**src/rtl/layer_sequencer.sv**
```systemverilog
// layer_sequencer: gathers one value per upstream neuron lane, then replays the
// collected values to the downstream layer's serial input, lowest index first,
// one beat per clock for NUM_IN consecutive beats, then re-arms for the next frame.
//
//   state   | meaning
//   --------+-----------------------------------------------------------------
//   COLLECT | latch lane values on prev_valid, wait until every lane has reported
//   STREAM  | emit data_buf[idx] each cycle; upstream valids are dropped and flagged
module layer_sequencer #(
    parameter int NUM_IN    = 30,
    parameter int dataWidth = 16
) (
    input  logic                        clk,
    input  logic                        rst_n,
    input  logic [NUM_IN-1:0]           prev_valid,
    input  logic [NUM_IN*dataWidth-1:0] prev_data,
    output logic                        next_valid,
    output logic [dataWidth-1:0]        next_data,
    output logic                        busy,
    output logic                        frame_done,
    output logic                        overrun
);

    localparam int IDX_W = (NUM_IN > 1) ? $clog2(NUM_IN) : 1;
    localparam logic [IDX_W-1:0] IDX_LAST = IDX_W'(NUM_IN - 1);

    typedef enum logic {
        COLLECT = 1'b0,
        STREAM  = 1'b1
    } state_t;

    state_t               state_q, state_d;
    logic [NUM_IN-1:0]    mask_q, mask_d;
    logic [IDX_W-1:0]     idx_q, idx_d;
    logic [dataWidth-1:0] data_buf [NUM_IN];

    logic                 next_valid_d;
    logic [dataWidth-1:0] next_data_d;
    logic                 frame_done_d;
    logic                 overrun_d;

    // State, counters and registered outputs; reset aborts any frame in flight.
    always_ff @(posedge clk) begin
        if (!rst_n) begin
            state_q    <= COLLECT;
            mask_q     <= '0;
            idx_q      <= '0;
            next_valid <= 1'b0;
            next_data  <= '0;
            frame_done <= 1'b0;
            overrun    <= 1'b0;
        end else begin
            state_q    <= state_d;
            mask_q     <= mask_d;
            idx_q      <= idx_d;
            next_valid <= next_valid_d;
            next_data  <= next_data_d;
            frame_done <= frame_done_d;
            overrun    <= overrun_d;
        end
    end

    // Lane capture while collecting; a repeated valid on a lane simply overwrites it.
    // The buffer carries no reset since its contents are only read after a full collect.
    always_ff @(posedge clk) begin
        if (state_q == COLLECT) begin
            for (int i = 0; i < NUM_IN; i++) begin
                if (prev_valid[i]) begin
                    data_buf[i] <= prev_data[i*dataWidth +: dataWidth];
                end
            end
        end
    end

    // Next-state and output decode.
    always_comb begin
        state_d      = state_q;
        mask_d       = mask_q;
        idx_d        = idx_q;
        next_valid_d = 1'b0;
        next_data_d  = next_data;
        frame_done_d = 1'b0;
        overrun_d    = overrun;
        case (state_q)
            COLLECT: begin
                // Lanes arriving on this edge count toward completion, so the stream
                // starts the edge after the final lane shows up.
                mask_d = mask_q | prev_valid;
                if (mask_d == {NUM_IN{1'b1}}) begin
                    state_d = STREAM;
                    idx_d   = '0;
                end
            end
            STREAM: begin
                next_valid_d = 1'b1;
                next_data_d  = data_buf[idx_q];
                if (|prev_valid) begin
                    overrun_d = 1'b1;
                end
                if (idx_q == IDX_LAST) begin
                    frame_done_d = 1'b1;
                    mask_d       = '0;
                    idx_d        = '0;
                    state_d      = COLLECT;
                end else begin
                    idx_d = idx_q + 1'b1;
                end
            end
            default: begin
                state_d = COLLECT;
            end
        endcase
    end

    assign busy = (state_q == STREAM);

endmodule

```
**config.mk**
```make
export PLATFORM = sky130hd
export DESIGN_NAME = layer_sequencer
export DESIGN_NICKNAME = d
export VERILOG_FILES = /design/src/rtl/layer_sequencer.sv
export SDC_FILE = /design/constraint.sdc
export NUM_CORES = 1
export LEC_CHECK = 0
export CAP_MARGIN = 25
export CORE_AREA = 2 2 239 241
export DETAILED_ROUTE_END_ITERATION = 16
export DIE_AREA = 0 0 241 243
export PLACE_DENSITY = 0.74
export SLEW_MARGIN = 0
export SYNTH_ARGS = -nofsm -noshare
export SYNTH_HDL_FRONTEND = slang
export SYNTH_SLANG_ARGS = --single-unit
```
**constraint.sdc**
```tcl
create_clock -name clk -period 2.9 [get_ports clk]
set_clock_uncertainty 0.2 [all_clocks]
set_input_delay 0.435 -clock clk [delete_from_list [all_inputs] [get_ports clk]]
set_output_delay 0.435 -clock clk [all_outputs]
set_load 0.02 [all_outputs]
```
==> results of run 1 <==
## routing by layer
layer / GRT usage, % / vias to the layer above / share of wire [%] / wire, um
met5: 0 / - / 0.12 / 86
met4: 8.48 / 12 / 2.9 / 2090
met3: 4.91 / 130 / 7.6 / 5470
met2: 40.5 / 658 / 50 / 35900
met1: 31.8 / 6636 / 40 / 28500
li1: - / 5550 / - / -
## worst max-delay path: stages (launching register included)
cell and delay, ps:
dfxtp_4 550, buf_12 250, buf_4 220, mux4_2 500, mux2_2 290, a21oi_1 450, nor3_1 100
## synth_stat cells (2+ instances only)
master	n	area (um^2)
and2_1	4	25.0
nor2b_1	36	225
a211oi_1	6	45.0
nand3_1	12	60.1
ha_1	2	25.0
o21ai_0	27	135
o211ai_1	2	15.0
clkbuf_1	20	75.1
mux2_2	27	304
buf_2	16	80.1
buf_1	3	11.3
dfxtp_1	55	1100
mux2i_1	49	490
inv_1	2	7.51
mux4_2	102	2300
nand4_1	2	12.5
o22ai_1	28	175
a22oi_1	2	15.0
edfxtp_1	480	14400
a22o_1	4	35.0
buf_4	14	105
a21boi_0	2	15.0
nand2b_1	7	43.8
nand2_1	26	97.6
a31oi_1	3	18.8
nor4_1	9	56.3
a32oi_1	3	26.3
buf_6	4	45.0
nor2_1	75	282
a211o_1	5	43.8
nand3b_1	3	22.5
nor3_1	18	90.1
a21oi_1	14	70.1
## logic make-up after synthesis
group	after synthesis	synth area share [%]
compound gates	102	3.13
flops	535	75.5
buf+inv	60	1.60
simple gates	196	4.61
mux	178	15.0
fa+ha+maj	2	0.122
## stage by stage
| stage | cells | total power (W) | util, % | hold WS (ps) | setup slack, ps |
|---|---|---|---|---|---|
| global placement | 2375 | 0.0108 | 48.9 | 243 | 107 |
| CTS | 2479 | 0.0179 | 52.1 | 135 | 57.7 |
| floorplan | 1073 | 0.00966 | - | 241 | 554 |
| detailed placement | 2375 | 0.0108 | 48.9 | 253 | 92.4 |
| finish | 2490 | 0.0178 | 52.2 | 163 | 167 |
| global route | 2490 | 0.0183 | 52.2 | 150 | 25.0 |
## area by class of cell
class | instances | area (um^2) | area share (%)
Multi-Input combinational cell | 478 | 4790 | 16.4
Clock buffer | 70 | 1480 | 5.05
Antenna cell | 11 | 27.5 | 0.0943
Timing Repair Buffer | 603 | 6070 | 20.8
Inverter | 3 | 11.3 | 0.0386
Tap cell | 756 | 946 | 3.24
Sequential cell | 535 | 15500 | 53.2
Clock inverter | 34 | 355 | 1.22
## cells in the final DEF (no fill, tap or decap), drive strengths merged, types with 14 or more instances in the layout
cell type and instances:
clkdlybuf4s50 531, edfxtp 480, mux4 102, nor2 75
buf 72, clkbuf 70, dfxtp 55, mux2i 49
nor2b 36, o22ai 28, mux2 27, o21ai 27
nand2 26, clkinv 25, nor3 18, a21oi 14
## registers in the layout, summed over array words and instances (netlist names)
signal and flops:
data_buf 480, frame_done 1, next_valid 1, next_data 16, mask_q 30, busy 1
idx_q 5, overrun 1
## power by group
part	leakage, nW	internal (W)	switching (W)
logic	3.73	0.000877	0.000558
registers	5.15	0.00903	0.000182
clock network	0.880	0.00414	0.00304
## path summary, 6_finish.rpt
path | start | end | cells after the start
worst max-delay path | idx_q[0]$_SDFFE_PN0P_ | next_data[2]$_SDFFE_PN0P_ | 6
worst min-delay path | prev_data[166] | data_buf[10][6]$_DFFE_PP_ | 1
worst max register to register | idx_q[0]$_SDFFE_PN0P_ | next_data[2]$_SDFFE_PN0P_ | 6
worst min register to register | next_data[9]$_SDFFE_PN0P_ | next_data[9]$_SDFFE_PN0P_ | 2
==> run metrics, run 1 <==
Die ar. 58600 um^2; Hold Buf Count CTS 0; Max Cap Viol 0; fin area 29200 um^2; crit path max fanout 21; routed length per instance 28.9 um; yosys warns 0; Peak Freq 366 MHz; Slew Viols, Final 0; post-synth cell types 44; clk sinks roughly 540; HP Class input pin to register; WL final 72.0 mm; EDFF count, synth 480; gpl congestion 0.896; die height 243 um; PostCTS Resize Cnt 0; DP Wirelength between 50 and 60 mm; Net Count, Synth 1587; fillers approximately 4500; reg-to-reg slack, setup 170 ps; grt ovf 0; first-pass GRT wire length between 90 and 100 mm; core area 56000 um^2; sequential share of the synthesized area 75.5%; # rows 87; CTS tree done; Peak supply drop 0.566 mV; Fin. Hold Viols 0; CTS H-Tree Depth 2; Post-CTS Setup Bufs 0; Die Wd ~240 um; Data arrival, critical path 3010 ps; input/output buffers 531; CP Capture Type register; vias per cell about 5.2; Longest Clk Path Bufs 3; min Tclk post-route between 2000 and 3000 ps; clock root buffer clkbuf_16; status finished clean; clk slew on worst S/H paths 60 ps; final setup vio count 0; Post-Synthesis Cells ~1100; post-synthesis cell area 20500 um^2; RSZ-0062 raised after global routing false; DRT antenna net count 0; Slew @ Worst Pin a little over 700 ps; Ports 532; setup_tns 0 ps; Synth Register Bits 535; Worst-Skew Late Latency 620 ps; CP Data Required Time about 3200 ps; Synth async-reset ratio 0%; Num CTS Buffers 56; share of post-route cells with drive strength above 1 between 10% and 20%; Leak just under 10 nW; max_slew headroom 52.1%; largest net degree at the start of global routing 34; Avg Cell Area, Syn 19.2 um^2; ys flop type edfxtp_1; iteration count of the initial detailed-routing pass 5; placed cell areas 27300 um^2; Total GRT Usage 24.4%; critical path class register to register; CP Launch Type register; DR DRC count 0; pwr/cell area 611 nW/um^2; fin crit share 94.2%; initial antenna violation count 17; nets about 2200; number of global-route vias before repair 13900; initial cell density of the core 36.7%; drt first-iter violations 1218; Vias 13000; area delta synth->final 42.1%
No activity file was read; power rests on OpenSTA's default activity.
==> run 2: changes to the inputs <==
--- a/config.mk
+++ b/config.mk
@@ -10,7 +10,7 @@
 export DETAILED_ROUTE_END_ITERATION = 16
 export DIE_AREA = 0 0 241 243
 export PLACE_DENSITY = 0.74
-export SLEW_MARGIN = 0
+export SLEW_MARGIN = 25
 export SYNTH_ARGS = -nofsm -noshare
 export SYNTH_HDL_FRONTEND = slang
 export SYNTH_SLANG_ARGS = --single-unit
==> results of run 2 <==
The final DEF is identical to that of run 1; final timing and power are the same.
